<file path="src/rtl/ascon_aead128_pkg.sv">
// Shared types and constants for the Ascon-AEAD128 sequencing controller.
// All select encodings are chosen so that 0 is the idle/default value.
package ascon_aead128_pkg;

  typedef enum logic [3:0] {
    ST_IDLE,
    ST_STARTUP,
    ST_INIT,
    ST_TRANS1,
    ST_XOR_AD1,
    ST_XOR_AD2,
    ST_P8_AD1,
    ST_P8_AD2,
    ST_TRANS2,
    ST_XOR_DB1,
    ST_XOR_DB2,
    ST_P8_DB,
    ST_TRANS3,
    ST_XOR_FIN,
    ST_FINAL,
    ST_TAG
  } ascon_fsm_state;

  typedef logic [3:0] round_t;

  typedef enum logic {
    P8_MODE  = 1'b0,
    P12_MODE = 1'b1
  } round_mode_t;

  localparam round_t P8_INIT    = 4'd8;
  localparam round_t P12_INIT   = 4'd4;
  localparam round_t INCR       = 4'd1;
  localparam round_t LAST_ROUND = 4'hF;

  localparam logic SEL_LOOP_STATE  = 1'b0;
  localparam logic SEL_INPUT_STATE = 1'b1;
  localparam logic SEL_AD          = 1'b0;
  localparam logic SEL_DB          = 1'b1;
  localparam logic SEL_DATA_NO_XOR = 1'b0;
  localparam logic SEL_DATA_XOR    = 1'b1;
  localparam logic SEL_DATA        = 1'b0;
  localparam logic SEL_TAG         = 1'b1;
  localparam logic SEL_NO_DSEP     = 1'b0;
  localparam logic SEL_DSEP        = 1'b1;

  localparam logic [1:0] SEL_KEY_NO_XOR = 2'd0;
  localparam logic [1:0] SEL_0_KEY      = 2'd1;
  localparam logic [1:0] SEL_KEY_0      = 2'd2;
  localparam logic [1:0] SEL_KEY_KEY    = 2'd3;

  function automatic logic is_perm_state(input ascon_fsm_state s);
    return (s == ST_INIT) || (s == ST_P8_AD1) || (s == ST_P8_AD2) ||
           (s == ST_P8_DB) || (s == ST_FINAL);
  endfunction

endpackage

</file>
<file path="src/rtl/ascon_round_counter.sv">
// Round index for constant addition: loads the first round of a p8/p12 run,
// steps once per applied round and saturates at the last round.
module ascon_round_counter
  import ascon_aead128_pkg::*;
(
  input  logic        clk,
  input  logic        rst_n,
  input  round_mode_t i_mode,
  input  logic        i_load,
  input  logic        i_incr,
  output round_t      o_round,
  output logic        o_last
);

  round_t r_round;

  always_ff @(posedge clk or negedge rst_n) begin
    if (!rst_n) begin
      r_round <= '0;
    end else if (i_load) begin
      r_round <= (i_mode == P12_MODE) ? P12_INIT : P8_INIT;
    end else if (i_incr && (r_round != LAST_ROUND)) begin
      r_round <= r_round + INCR;
    end
  end

  assign o_round = r_round;
  assign o_last  = (r_round == LAST_ROUND);

endmodule

</file>
<file path="src/rtl/ascon_aead128_ctrl.sv">
// Ascon-AEAD128 sequencing controller: FSM plus output decode driving the
// datapath selects, permutation enable and round index.
module ascon_aead128_ctrl
  import ascon_aead128_pkg::*;
(
  input  logic           clk,
  input  logic           rst_n,
  input  logic           i_start,
  input  logic           i_decrypt,
  input  logic           i_has_ad,
  output logic           o_ready,
  input  logic           i_ad_valid,
  input  logic           i_ad_last,
  output logic           o_ad_ready,
  input  logic           i_db_valid,
  input  logic           i_db_last,
  output logic           o_db_ready,
  output logic           o_dout_valid,
  input  logic           i_dout_ready,
  output logic           o_tag_valid,
  input  logic           i_tag_ready,
  output logic           o_sel_state,
  output logic           o_sel_din,
  output logic           o_sel_xor_data,
  output logic [1:0]     o_sel_xor_key,
  output logic           o_sel_dout,
  output logic           o_sel_dsep,
  output logic           o_perm_en,
  output logic [3:0]     o_round,
  output logic           o_decrypt_o,
  output ascon_fsm_state o_state
);

  localparam round_t PRE_LAST_ROUND = LAST_ROUND - INCR;

  ascon_fsm_state r_state, w_state_nxt;
  logic        r_has_ad, r_decrypt;
  logic        r_ready, r_ad_ready, r_in_db, r_tag_valid, r_perm_en;
  logic        r_sel_state, r_sel_din, r_sel_dout, r_sel_dsep;
  logic [1:0]  r_sel_xor_key;
  logic        w_ad_hs, w_db_hs, w_tag_hs, w_load, w_last, w_key_last;
  round_mode_t w_mode;
  round_t      w_round;

  // Handshakes: a transfer happens in a cycle where valid and ready are both
  // high. The data path is a pass-through: dout_valid follows db_valid and
  // db_ready follows dout_ready, so a block moves only when both ends agree.
  assign w_ad_hs  = r_ad_ready & i_ad_valid;
  assign w_db_hs  = r_in_db & i_db_valid & i_dout_ready;
  assign w_tag_hs = r_tag_valid & i_tag_ready;

  assign w_load = (r_state == ST_STARTUP) || (r_state == ST_XOR_FIN) ||
                  w_ad_hs || (w_db_hs && !i_db_last);
  assign w_mode = ((r_state == ST_STARTUP) || (r_state == ST_XOR_FIN)) ? P12_MODE : P8_MODE;

  ascon_round_counter u_round_counter (
    .clk     (clk),
    .rst_n   (rst_n),
    .i_mode  (w_mode),
    .i_load  (w_load),
    .i_incr  (r_perm_en),
    .o_round (w_round),
    .o_last  (w_last)
  );

  always_comb begin
    w_state_nxt = r_state;
    case (r_state)
      ST_IDLE:                if (i_start && r_ready) w_state_nxt = ST_STARTUP;
      ST_STARTUP:             w_state_nxt = ST_INIT;
      ST_INIT:                if (w_last) w_state_nxt = ST_TRANS1;
      ST_TRANS1:              w_state_nxt = r_has_ad ? ST_XOR_AD1 : ST_TRANS2;
      ST_XOR_AD1, ST_XOR_AD2: if (w_ad_hs) w_state_nxt = i_ad_last ? ST_P8_AD2 : ST_P8_AD1;
      ST_P8_AD1:              if (w_last) w_state_nxt = ST_XOR_AD2;
      ST_P8_AD2:              if (w_last) w_state_nxt = ST_TRANS2;
      ST_TRANS2:              w_state_nxt = ST_XOR_DB1;
      ST_XOR_DB1, ST_XOR_DB2: if (w_db_hs) w_state_nxt = i_db_last ? ST_TRANS3 : ST_P8_DB;
      ST_P8_DB:               if (w_last) w_state_nxt = ST_XOR_DB2;
      ST_TRANS3:              w_state_nxt = ST_XOR_FIN;
      ST_XOR_FIN:             w_state_nxt = ST_FINAL;
      ST_FINAL:               if (w_last) w_state_nxt = ST_TAG;
      ST_TAG:                 if (w_tag_hs) w_state_nxt = ST_IDLE;
      default:                w_state_nxt = ST_IDLE;
    endcase
  end

  // Outputs are decoded from the next state so they line up with the state
  // register; the key xor in the last round is anticipated one round early.
  assign w_key_last = ((r_state == ST_INIT) || (r_state == ST_FINAL)) &&
                      (w_state_nxt == r_state) && (w_round == PRE_LAST_ROUND);

  always_ff @(posedge clk or negedge rst_n) begin
    if (!rst_n) begin
      r_state       <= ST_IDLE;
      r_has_ad      <= 1'b0;
      r_decrypt     <= 1'b0;
      r_ready       <= 1'b0;
      r_ad_ready    <= 1'b0;
      r_in_db       <= 1'b0;
      r_tag_valid   <= 1'b0;
      r_perm_en     <= 1'b0;
      r_sel_state   <= SEL_LOOP_STATE;
      r_sel_din     <= SEL_AD;
      r_sel_dout    <= SEL_DATA;
      r_sel_dsep    <= SEL_NO_DSEP;
      r_sel_xor_key <= SEL_KEY_NO_XOR;
    end else begin
      r_state <= w_state_nxt;
      if ((r_state == ST_IDLE) && i_start && r_ready) begin
        r_has_ad  <= i_has_ad;
        r_decrypt <= i_decrypt;
      end
      r_ready       <= (w_state_nxt == ST_IDLE);
      r_ad_ready    <= (w_state_nxt == ST_XOR_AD1) || (w_state_nxt == ST_XOR_AD2);
      r_in_db       <= (w_state_nxt == ST_XOR_DB1) || (w_state_nxt == ST_XOR_DB2);
      r_tag_valid   <= (w_state_nxt == ST_TAG);
      r_perm_en     <= is_perm_state(w_state_nxt);
      r_sel_state   <= (w_state_nxt == ST_STARTUP) ? SEL_INPUT_STATE : SEL_LOOP_STATE;
      r_sel_din     <= ((w_state_nxt == ST_XOR_DB1) || (w_state_nxt == ST_XOR_DB2)) ? SEL_DB : SEL_AD;
      r_sel_dout    <= (w_state_nxt == ST_TAG) ? SEL_TAG : SEL_DATA;
      r_sel_dsep    <= (w_state_nxt == ST_TRANS2) ? SEL_DSEP : SEL_NO_DSEP;
      r_sel_xor_key <= (w_state_nxt == ST_XOR_FIN) ? SEL_KEY_0 :
                       (w_key_last ? SEL_0_KEY : SEL_KEY_NO_XOR);
    end
  end

  assign o_ready        = r_ready;
  assign o_ad_ready     = r_ad_ready;
  assign o_db_ready     = r_in_db & i_dout_ready;
  assign o_dout_valid   = r_in_db & i_db_valid;
  assign o_tag_valid    = r_tag_valid;
  assign o_sel_state    = r_sel_state;
  assign o_sel_din      = r_sel_din;
  assign o_sel_xor_data = (w_ad_hs || w_db_hs) ? SEL_DATA_XOR : SEL_DATA_NO_XOR;
  assign o_sel_xor_key  = r_sel_xor_key;
  assign o_sel_dout     = r_sel_dout;
  assign o_sel_dsep     = r_sel_dsep;
  assign o_perm_en      = r_perm_en;
  assign o_round        = w_round;
  assign o_decrypt_o    = r_decrypt;
  assign o_state        = r_state;

endmodule

</file>
<file path="config.mk">
export PLATFORM = sky130hd
export DESIGN_NAME = ascon_aead128_ctrl
export DESIGN_NICKNAME = d
export VERILOG_FILES = /design/src/rtl/ascon_aead128_pkg.sv /design/src/rtl/ascon_round_counter.sv /design/src/rtl/ascon_aead128_ctrl.sv
export SDC_FILE = /design/constraint.sdc
export NUM_CORES = 1
export LEC_CHECK = 0
export BUFFER_PORTS_ARGS = -buffer_cell sky130_fd_sc_hd__buf_4
export CORE_ASPECT_RATIO = 0.8
export CORE_MARGIN = 4
export CORE_UTILIZATION = 51
export CTS_CLUSTER_DIAMETER = 40
export CTS_CLUSTER_SIZE = 28
export DETAILED_ROUTE_END_ITERATION = 12
export GPL_ROUTABILITY_DRIVEN = 0
export PLACE_DENSITY = 0.8
export SKIP_CTS_REPAIR_TIMING = 1
export SLEW_MARGIN = 20
export SYNTH_ARGS = -nofsm -noshare
export SYNTH_HDL_FRONTEND = slang
export SYNTH_SLANG_ARGS = --single-unit
</file>
<file path="constraint.sdc">
create_clock -name clk -period 2.2 [get_ports clk]
set_clock_uncertainty 0.05 [all_clocks]
set_input_delay 0.11 -clock clk [delete_from_list [all_inputs] [get_ports clk]]
set_output_delay 0.11 -clock clk [all_outputs]
set_load 0.02 [all_outputs]
</file>
==> flow_summary.ini <==
[global_route]
grt_max_degree = 20
grt_usage_pct = 20.3
grt-busiest-layer = met2
met2_usage_pct = 30.5
grt_pass1_wl_mm = 4.73
met3_usage_pct = 6.68
antenna_found_initial = 0
grt_pass1_vias = 1005
grt_overflow_total = 0
grt_use_met1_pct = 28.2

[setup_path]
cp_num_cells = 7
crit_path_top_delay_cell = dfrtp_1
worst_setup_path_end_kind = flop
path_max_fanout = 5
cp_slowest_stage_delay_ns = 0.45
startpoint_type = flop
setup.worst_path.class = flop to flop
critical_path.top_delay_family = compound AO/OA/AOI/OAI gates
worstPathArrival_ns = 2.16
ff2ff_path_depth = 7
path_buf_inv = 1
r2r_setup_slack_ns = 0.24
path_cells = ha_1 > and3_1 > o21ai_0 > a221oi_4 > inv_2 > a21o_1 > a211oi_2
required_ns = 2.40

[flow_run]
max-cap-violations = 0

[layout]
drive_gt1_share_pct = 34.4
n_fill_cell = 175
diodes = 0
stdcell_area_mm2 = 0.00146
nets = 171
syn_to_final_growth_pct = 26.6
finish.utilization_pct = 67.4

[cts]
clock-sinks = 19
cts_max_path_buffers = 2
clkTransAtPathRegs_ns = 0.12
cts_tree = done
clk_latency_ns = 0.32
cts_buffers = 3
htree_levels = 1
root_buffer = clkbuf_4

[floorplanning]
fp.dieW_um = 61.1
dieArea_mm2 = 0.00308
core_mm2 = 0.00216
num_rows = 15
die_h_um = 50.5
io_pins = 33
start_util_pct = 53.3

[detailed_routing]
wl_per_cell_um = 15.4
drt-pass1-iter-count = 5
viasPerCell = 5.82
drt-initial-drc-count = 51
routed-via-count = 1059
postRouteAntennaNets = 0
routed_wl_mm = 2.81
post-route-drc-count = 0

[sta]
final.setup.tns_ns = 0
drv_slew = 0
fin_crit_ns = 1.96
slew_headroom_pct = 66.6
worst_pin_slew_ns = 0.495
setup_viol = 0
rsz0062_at_grt = no
hold_viol_final = 0
max_freq_ghz = 0.510
final.period_utilization_pct = 89.1

[synthesis]
ys_ff_latch = 19
syn_area_mm2 = 0.00115
yosys.cell_types.count = 41
yosys_warnings = 0
netlist.area_leader.share_pct = 41.3
synthArstFlopShare_pct = 100
synth_fp_nets = 134
yosysTopAreaCell = dfrtp_1
synth_area_leaders = dfrtp_1 (41%), nand2_1 (4.9%), nor3_1 (3.9%)
netlist_top_cells_count = dfrtp_1 (19), nand2_1 (15), nor3_1 (9)
synth.avg_cell_area_um2 = 9.50
synth-seq-area-share_pct = 41.3
ys.flop_type = dfrtp_1
syn_inst = 121
synth_edf_count = 0
yosysMostFrequentCell = dfrtp_1

[power_and_ir_drop]
vdd_drop_max_uv = 1030
p_leak_uw = 0.000703
power_density_mw_per_mm2 = 1470

[place]
port-buffer-count = 32
place.detailed.hpwl_mm = 2.16
dpl_cell_area_mm2 = 0.00140

[status]
status = completed

[min_path]
hold_class = input pin to flop
whs_path_depth = 4
## worst paths after layout
| path | end | startpoint |
|---|---|---|
| worst max-delay path | r_in_db$_DFF_PN0_ | u_round_counter.o_round[1]$_DFFE_PN0P_ |
| worst min-delay path | o_sel_dout$_DFF_PN0_ | i_tag_ready |
| worst max register to register | r_in_db$_DFF_PN0_ | u_round_counter.o_round[1]$_DFFE_PN0P_ |
| worst min register to register | o_decrypt_o$_DFFE_PN0P_ | o_decrypt_o$_DFFE_PN0P_ |
| max in group asynchronous | o_state[2]$_DFF_PN0_ | rst_n |
| min in group asynchronous | o_sel_xor_key[1]$_DFF_PN0_ | rst_n |
## worst min-delay path, cell delays in order
cell and delay [ns]:
buf_4 0.08, nand2_1 0.05, a21oi_1 0.14, nor3_1 0.05
## per-stage QoR
| stage | power (µW) | setup slack, ns | hold slack (ns) | cells |
|---|---|---|---|---|
| after detailed placement | 1950 | 0.262 | -0.0483 | 175 |
| final | 2140 | 0.239 | 0.0923 | 182 |
| after CTS | 2150 | 0.222 | -0.409 | 179 |
| after global placement | 1910 | 0.318 | -0.0509 | 175 |
| after global routing | 2310 | 0.0958 | 0.107 | 182 |
| after floorplan | 1580 | 0.336 | -0.236 | 121 |
## registers in the layout, indices dropped and copies added, names as in the netlist
register and cells:
o_ad_ready 1, o_sel_dout 1, o_sel_xor_key 2, o_sel_dsep 1, o_ready 1, u_round_counter.o_round 4
o_perm_en 1, o_state 4, o_sel_state 1, r_in_db 1, r_has_ad 1, o_decrypt_o 1
## cell type report
cell class              instances  area (µm²)  area share [%]
clock buffers                   3        22.5            1.55
clock inverters                 1        7.51           0.516
inverters                       9        33.8            2.32
multi-input cells              88         599            41.2
flip-flops and latches         19         475            32.7
well taps                      25        31.3            2.15
repair buffers                 37         285            19.6
## per-layer routing
layer / routed length, µm / share of wire, %
met1: 1170 / 42
met2: 1310 / 47
met3: 301 / 11
met4: 19 / 0.68
met5: 0 / 0
## where the power goes
| part | internal (µW) | switching [µW] | leakage [µW] |
|---|---|---|---|
| Combinational | 551 | 737 | 0.000442 |
| Clock | 69.5 | 125 | 0.0000139 |
| Sequential | 478 | 184 | 0.000247 |
## cell families after synthesis
logic type	after synthesis	share of synthesized area, %
flops	19	41.3
compound gates	25	19.2
xor+xnor	3	2.29
simple gates	57	27.2
fa+ha+maj	2	2.18
buf+inv	14	6.53
mux	1	1.31
## layout by cell type (no fill, tap or decap), drive strengths merged, types with 2 or more instances in the layout
cell,n
nand3,5
a211oi,5
a21oi,6
inv,9
nor3,10
dfrtp,19
a21o,2
clkbuf,3
nand4,5
nand2,15
xnor2,2
ha,2
nor2,8
and3,2
o21ai,3
nor3b,2
dlygate4sd3,3
and2,3
buf,34
nand2b,3
Power figures use the tool's default switching activity.
